$ cat src/rtl/vga_frame_renderer.sv
// vga_frame_renderer
//   Display end of the game-state/pixel interface. Generates 640x480@60 VGA timing
//   from the 100 MHz clock, one pixel every 4 clk. The current pixel is offered to the
//   game core on pixel_x/pixel_y. The core's answer (category/addr/direction/owner/alive)
//   is sampled mid-pixel. Tank addresses are rotated into the right-facing sprite ROM,
//   and the registered colour and sync are driven to the connector.
//
// Ports
//   clk_100mhz  system clock
//   rst         asynchronous reset, active-high
//   category    0 none, 1 wall, 2 tank, 3 bullet, others none
//   addr        tank pixel index row*SPRITE+col+1 (1..SPRITE*SPRITE)
//   tank_direct 0 left, 1 right, 2 up, 3 down, 4..7 right
//   player_tank tank pixel belongs to the player
//   alive       player alive (selects background colour)
//   rom_data    sprite ROM data, one clk after rom_addr
//   pixel_x     horizontal counter 0..799
//   pixel_y     vertical counter 0..524
//   rom_addr    sprite ROM address 0..SPRITE*SPRITE-1
//   rgb         {r,g,b}, registered; lags pixel_x/pixel_y by 4 clk
//   hsync/vsync active-low sync, registered with rgb
//   frame_tick  1-clk pulse as pixel_y enters the first blanking line
module vga_frame_renderer #(
  parameter int H_VIS  = 640,
  parameter int H_FP   = 16,
  parameter int H_SYNC = 96,
  parameter int H_BP   = 48,
  parameter int V_VIS  = 480,
  parameter int V_FP   = 10,
  parameter int V_SYNC = 2,
  parameter int V_BP   = 33,
  parameter int SPRITE = 30,
  parameter int DATA_W = 12,
  parameter logic [DATA_W-1:0] TRANSPARENT = 12'h000,
  parameter logic [DATA_W-1:0] C_WALL      = 12'h888,
  parameter logic [DATA_W-1:0] C_BULLET    = 12'hFF0,
  parameter logic [DATA_W-1:0] C_BG        = 12'h000,
  parameter logic [DATA_W-1:0] C_DEAD_BG   = 12'h400
) (
  input  logic              clk_100mhz,
  input  logic              rst,
  input  logic [3:0]        category,
  input  logic [9:0]        addr,
  input  logic [2:0]        tank_direct,
  input  logic              player_tank,
  input  logic              alive,
  input  logic [DATA_W-1:0] rom_data,
  output logic [9:0]        pixel_x,
  output logic [9:0]        pixel_y,
  output logic [9:0]        rom_addr,
  output logic [DATA_W-1:0] rgb,
  output logic              hsync,
  output logic              vsync,
  output logic              frame_tick
);

  localparam logic [9:0] X_LAST   = 10'(H_VIS + H_FP + H_SYNC + H_BP - 1);
  localparam logic [9:0] X_VIS    = 10'(H_VIS);
  localparam logic [9:0] HS_FIRST = 10'(H_VIS + H_FP);
  localparam logic [9:0] HS_LAST  = 10'(H_VIS + H_FP + H_SYNC - 1);
  localparam logic [9:0] Y_LAST   = 10'(V_VIS + V_FP + V_SYNC + V_BP - 1);
  localparam logic [9:0] Y_VIS    = 10'(V_VIS);
  localparam logic [9:0] Y_VIS_M1 = 10'(V_VIS - 1);
  localparam logic [9:0] VS_FIRST = 10'(V_VIS + V_FP);
  localparam logic [9:0] VS_LAST  = 10'(V_VIS + V_FP + V_SYNC - 1);

  localparam logic [9:0] SP_N    = 10'(SPRITE);
  localparam logic [9:0] SP_LAST = 10'(SPRITE - 1);
  localparam logic [9:0] SP_AREA = 10'(SPRITE * SPRITE);

  localparam logic [3:0] CAT_WALL   = 4'd1;
  localparam logic [3:0] CAT_TANK   = 4'd2;
  localparam logic [3:0] CAT_BULLET = 4'd3;

  localparam logic [2:0] DIR_LEFT = 3'd0;
  localparam logic [2:0] DIR_UP   = 3'd2;
  localparam logic [2:0] DIR_DOWN = 3'd3;

  localparam int CW = DATA_W / 3;

  logic [1:0]        ph;
  logic [3:0]        cat_p1;
  logic [9:0]        addr_p1;
  logic [2:0]        dir_p1;
  logic              ply_p1;
  logic              alive_p1;
  logic              vld_p1;
  logic              addr_ok_p1;
  logic [DATA_W-1:0] colour_p2;

  // Rotate a sprite pixel index into the ROM's right-facing layout. The divide and
  // modulo are by a constant, so they reduce to fixed logic that settles in one clk.
  function automatic logic [9:0] remap_addr(input logic [9:0] a_in, input logic [2:0] dir);
    logic [9:0] a;
    logic [9:0] r;
    logic [9:0] c;
    logic [9:0] sr;
    logic [9:0] sc;
    a = a_in - 10'd1;
    r = a / SP_N;
    c = a % SP_N;
    case (dir)
      DIR_LEFT: begin sr = r;           sc = SP_LAST - c; end
      DIR_UP:   begin sr = c;           sc = SP_LAST - r; end
      DIR_DOWN: begin sr = SP_LAST - c; sc = r;           end
      default:  begin sr = r;           sc = c;           end
    endcase
    return sr * SP_N + sc;
  endfunction

  // Enemy tanks reuse the player sprite with red and green swapped.
  function automatic logic [DATA_W-1:0] enemy_tint(input logic [DATA_W-1:0] pix);
    return {pix[2*CW-1:CW], pix[3*CW-1:2*CW], pix[CW-1:0]};
  endfunction

  function automatic logic [DATA_W-1:0] pick_colour(
    input logic              vis,
    input logic [3:0]        cat,
    input logic              ok,
    input logic              ply,
    input logic              alv,
    input logic [DATA_W-1:0] pix
  );
    logic [DATA_W-1:0] bg;
    logic [DATA_W-1:0] col;
    bg  = alv ? C_BG : C_DEAD_BG;
    col = bg;
    case (cat)
      CAT_WALL:   col = C_WALL;
      CAT_BULLET: col = C_BULLET;
      CAT_TANK:   if (ok && (pix != TRANSPARENT)) col = ply ? pix : enemy_tint(pix);
      default:    col = bg;
    endcase
    if (!vis) col = '0;
    return col;
  endfunction

  // p0: pixel phase and raster counters
  always_ff @(posedge clk_100mhz or posedge rst) begin
    if (rst) begin
      ph      <= '0;
      pixel_x <= '0;
      pixel_y <= '0;
    end else begin
      ph <= ph + 2'd1;
      if (ph == 2'd3) begin
        if (pixel_x == X_LAST) begin
          pixel_x <= '0;
          pixel_y <= (pixel_y == Y_LAST) ? 10'd0 : pixel_y + 10'd1;
        end else begin
          pixel_x <= pixel_x + 10'd1;
        end
      end
    end
  end

  // p1: game-core answer sampled at the ph1->2 edge
  always_ff @(posedge clk_100mhz or posedge rst) begin
    if (rst) begin
      cat_p1   <= '0;
      addr_p1  <= '0;
      dir_p1   <= '0;
      ply_p1   <= 1'b0;
      alive_p1 <= 1'b0;
      vld_p1   <= 1'b0;
    end else if (ph == 2'd1) begin
      cat_p1   <= category;
      addr_p1  <= addr;
      dir_p1   <= tank_direct;
      ply_p1   <= player_tank;
      alive_p1 <= alive;
      vld_p1   <= (pixel_x < X_VIS) && (pixel_y < Y_VIS);
    end
  end

  assign addr_ok_p1 = (addr_p1 != 10'd0) && (addr_p1 <= SP_AREA);
  assign rom_addr   = addr_ok_p1 ? remap_addr(addr_p1, dir_p1) : 10'd0;

  // p2: ROM data is back during ph3; colour and sync register at the ph3->0 edge
  assign colour_p2 = pick_colour(vld_p1, cat_p1, addr_ok_p1, ply_p1, alive_p1, rom_data);

  always_ff @(posedge clk_100mhz or posedge rst) begin
    if (rst) begin
      rgb        <= '0;
      hsync      <= 1'b1;
      vsync      <= 1'b1;
      frame_tick <= 1'b0;
    end else begin
      frame_tick <= (ph == 2'd3) && (pixel_x == X_LAST) && (pixel_y == Y_VIS_M1);
      if (ph == 2'd3) begin
        rgb   <= colour_p2;
        hsync <= !((pixel_x >= HS_FIRST) && (pixel_x <= HS_LAST));
        vsync <= !((pixel_y >= VS_FIRST) && (pixel_y <= VS_LAST));
      end
    end
  end

endmodule
$ cat config.mk
export PLATFORM = sky130hd
export DESIGN_NAME = vga_frame_renderer
export DESIGN_NICKNAME = d
export VERILOG_FILES = /design/src/rtl/vga_frame_renderer.sv
export SDC_FILE = /design/constraint.sdc
export NUM_CORES = 1
export LEC_CHECK = 0
export ABC_AREA = 1
export CAP_MARGIN = 20
export CORE_MARGIN = 2
export CORE_UTILIZATION = 50
export CTS_BUF_LIST = sky130_fd_sc_hd__clkbuf_16
export CTS_CLUSTER_DIAMETER = 80
export CTS_CLUSTER_SIZE = 40
export DETAILED_ROUTE_END_ITERATION = 12
export PLACE_DENSITY = 0.77
export SLEW_MARGIN = 20
export SYNTH_ARGS = -nofsm -noshare
export SYNTH_HDL_FRONTEND = slang
export SYNTH_SLANG_ARGS = --single-unit
export TNS_END_PERCENT = 1
$ cat constraint.sdc
create_clock -name clk_100mhz -period 8.9 [get_ports clk_100mhz]
set_input_delay 2.67 -clock clk_100mhz [delete_from_list [all_inputs] [get_ports clk_100mhz]]
set_output_delay 2.67 -clock clk_100mhz [all_outputs]
set_load 0.05 [all_outputs]
==> results.yml <==
status:
  outcome: "finished, violations left"
  violations: "negative setup slack"
synthesis:
  yosysMostFrequentCell: "sky130_fd_sc_hd__nand2_1"
  ys.warnings.count: 0
  synthesis.instances: 769
  async_reset_ff_frac: 1.00
  syn-num-nets: 843
  post-synth-top-area-cell: "sky130_fd_sc_hd__dfrtp_1"
  synth_cell_type_count: 51
  cell_types_with_the_largest_area_share_after_synthesis: "sky130_fd_sc_hd__dfrtp_1 26%, sky130_fd_sc_hd__nand2_1 12%, sky130_fd_sc_hd__inv_1 9.4%"
  post_synth.cell_area_avg_sq_um: 6.84
  post_synth_instance_area_sq_mm: 0.00526
  synthDominantCellAreaShare: 0.262
  synth_edf_count: 0
  yosys-top-cells-count: "167 x sky130_fd_sc_hd__nand2_1, 131 x sky130_fd_sc_hd__inv_1, 63 x sky130_fd_sc_hd__nor2_1, 62 x sky130_fd_sc_hd__o21ai_0, 55 x sky130_fd_sc_hd__dfrtp_1"
  synth_seq_cells: 57
  synth_seq_area_share: 0.272
  ys_dominant_reg_cell: "sky130_fd_sc_hd__dfrtp_1"
sta:
  worst_clock_skew_ps: 4.73
  highest_attainable_clock_frequency_mhz: 98.3
  finalHoldWorstSlack_ps: 463
  final_min_period_over_clock_period: 1.14
  timing.slew.headroom: 0.224
  setup-violations-final: 6
  final.setup.worst_slack_ps: -1280
  timing.final.hold_violations: 0
  setup_total_negative_slack_ps: -5160
  maxSlewViolCount: 0
  worstMarginPinSlew_ps: 1160
  grt_setup_unrepaired: "true"
  period_minus_slack_ps: 10180
layout:
  count_of_inserted_antenna_diode_cells: 0
  area_growth_pct: 49.2
  final-instance-count-excl-fill: 1104
  number_of_nets_in_the_layout: 1037
  drive_above_1_share: 0.287
  finish.utilization: 0.763
floorplan:
  core-area_sq_mm: 0.0103
  core.rowCount: 37
  dieHeight_um: 107
  die-area_sq_mm: 0.0113
  start_util: 0.511
  chipWidth_um: 107
  ios: 78
worst_setup_path:
  largest_stage_delay_on_the_critical_path_ps: 570
  cp-end-kind: "output port"
  critical_path_class: "reg -> out"
  critPathRequiredTime_ps: 6230
  timing.critical_path.arrival_ps: 7510
  timing.rr.end: "pixel_y[9]"
  startpoint_type: "flip-flop"
  critical-path-slowest-cell: "sky130_fd_sc_hd__fa_1"
  worst-r2r-cell-count: 11
  worstPathMaxFanout: 4
  reg_to_reg_start: "ph[0]"
  crit_start: "addr_p1[1]"
  worst_path_most_repeated_cell: "sky130_fd_sc_hd__nand2_4"
  ff2ff_setup_slack_ps: 5670
drt:
  remaining_drc_errors: 0
  drt_first_pass_iters: 5
  initialDrtViolationCount: 356
  drt-vias-per-instance: 5.46
  avgRoutedWirePerCell_um: 14.9
  route.antenna.remaining_nets: 0
  num_vias: 6026
  detail_route.wirelength_um: 16400
clock_network:
  path_clk_slew_ps: 50
  clock_sink_count: 57
  tritoncts: "done"
  clock_tree.root_cell: "sky130_fd_sc_hd__clkbuf_16"
  cts_buf_count: 9
  worstSkewPairLatency_ps: 330
  clk_path_buf_depth: 2
  htree_num_levels: 3
  cts_hold_repair.buffers: 0
global_routing:
  grt_max_degree: 58
  grt_overflow_total: 0
  grt_pass1_wl_um: 25900
  grt_pass1_vias: 5948
  overall_global_routing_resource_usage: 0.279
  initial_antenna_violation_count: 0
power_and_ir_drop:
  cell_internal_pwr_mw: 1.69
  net-switching-power_mw: 1.47
  power.density_cell_area_mw_per_mm2: 404
  power.share.switching: 0.465
  power.share.sequential: 0.086
  share_comb_of_total_power: 0.801
  clock_power_share: 0.113
  vdd.ir_drop.worst_mv: 0.829
  total_leakage_power_nw: 3.91
hold_path:
  hold_path_depth: 1
  worstHoldStart: "ph[0]"
  worstHoldEndpoint: "ph[0]"
  hold_class: "reg -> reg"
placed_design:
  dpl.hpwl_um: 11800
  placedCellCount: 1063
  place_congestion: 0.920
  io_buffer_count: 77
  pre_cts_slack_ps: -838
run:
  max_cap_violations: 0
power groups by stage:
| stage | registers, mW | clock network [mW] | logic [mW] |
|---|---|---|---|
| after floorplan | 0.283 | 0 | 1.25 |
| after global placement | 0.275 | 0 | 2.09 |
| after detailed placement | 0.276 | 0 | 2.17 |
| after CTS | 0.272 | 0.363 | 2.34 |
| after global routing | 0.273 | 0.374 | 2.73 |
| final | 0.272 | 0.359 | 2.53 |
kinds of logic (layout without fill, tap and decap cells):
family | after synthesis | after routing | share of synthesized area
buf+inv | 155 | 354 | 0.111
mux | 3 | 3 | 0.00643
flops | 57 | 57 | 0.272
xor+xnor | 14 | 14 | 0.0233
compound gates | 135 | 135 | 0.147
fa+ha+maj | 41 | 41 | 0.112
simple gates | 364 | 364 | 0.328
worst max-delay path by stage:
stage / end / slack [ps] / depth (start not counted)
2_1_floorplan: rom_addr[9] / -500 / 53
3_3_place_gp: rom_addr[9] / -510 / 53
3_5_place_dp: rom_addr[9] / -840 / 59
4_1_cts: rom_addr[9] / -1040 / 58
5_1_grt: rom_addr[8] / -1780 / 50
6_report: rom_addr[8] / -1280 / 50
state kept, by name, indices dropped and copies added, names as in the netlist:
register / flops
hsync: 1
addr_p1: 10
pixel_x: 10
vld_p1: 1
dir_p1: 3
cat_p1: 4
ph: 2
ply_p1: 1
rgb: 12
frame_tick: 1
alive_p1: 1
pixel_y: 10
vsync: 1
critical path: cells and delay by family, from the launching register on:
family | cells | cell delay (ps)
compound gates | 5 | 870
fa+ha+maj | 6 | 2240
buf+inv | 10 | 930
flops | 1 | 420
simple gates | 29 | 2740
cells in the final DEF (no fill, tap or decap), types with 7 or more instances in the layout:
cell | Yosys | final
sky130_fd_sc_hd__buf_4 | 0 | 115
sky130_fd_sc_hd__clkdlybuf4s50_1 | 0 | 70
sky130_fd_sc_hd__nor2_4 | 2 | 11
sky130_fd_sc_hd__fa_1 | 10 | 9
sky130_fd_sc_hd__nand2_1 | 167 | 148
sky130_fd_sc_hd__clkbuf_16 | 0 | 9
sky130_fd_sc_hd__dfrtp_1 | 55 | 53
sky130_fd_sc_hd__nand2_4 | 7 | 14
sky130_fd_sc_hd__nor3_1 | 16 | 15
sky130_fd_sc_hd__nand2_2 | 20 | 32
sky130_fd_sc_hd__nand3_2 | 4 | 11
sky130_fd_sc_hd__inv_2 | 12 | 19
sky130_fd_sc_hd__nand4_1 | 18 | 18
sky130_fd_sc_hd__nor2_2 | 9 | 11
sky130_fd_sc_hd__nand3_1 | 43 | 33
sky130_fd_sc_hd__xor2_1 | 8 | 7
sky130_fd_sc_hd__nor2_1 | 63 | 52
sky130_fd_sc_hd__o21ai_0 | 62 | 59
sky130_fd_sc_hd__inv_1 | 131 | 122
sky130_fd_sc_hd__ha_1 | 31 | 23
sky130_fd_sc_hd__a21oi_1 | 35 | 32
repair_timing:
action,4_1_cts,5_1_grt
pin swaps,38,50
resized for setup,33,54
endpoints found under the setup margin,6,7
setup buffers,16,9
final cells by class:
class                   instances  area, sq um
fillers                       750         2440
flip-flops and latches         57         1430
well taps                     136          170
multi-input cells             557         3670
repair buffers                193         1710
clock inverters                 7         85.1
inverters                     145          551
clock buffers                   9          225
routing by layer:
layer | part of all wire | vias to the layer above | track usage
met5 | 0 | - | 0
met3 | 0.062 | 55 | 0.0399
met1 | 0.38 | 2827 | 0.325
met4 | 0.033 | 0 | 0.109
met2 | 0.52 | 251 | 0.513
li1 | - | 2893 | -
metrics by stage:
step           cell area, sq um  power (mW)
6_report                   7840        3.17
3_3_place_gp               7000        2.37
2_1_floorplan              5360        1.53
4_1_cts                    7550        2.98
3_5_place_dp               7000        2.45
5_1_grt                    7840        3.37
Power figures use the tool's default switching activity.
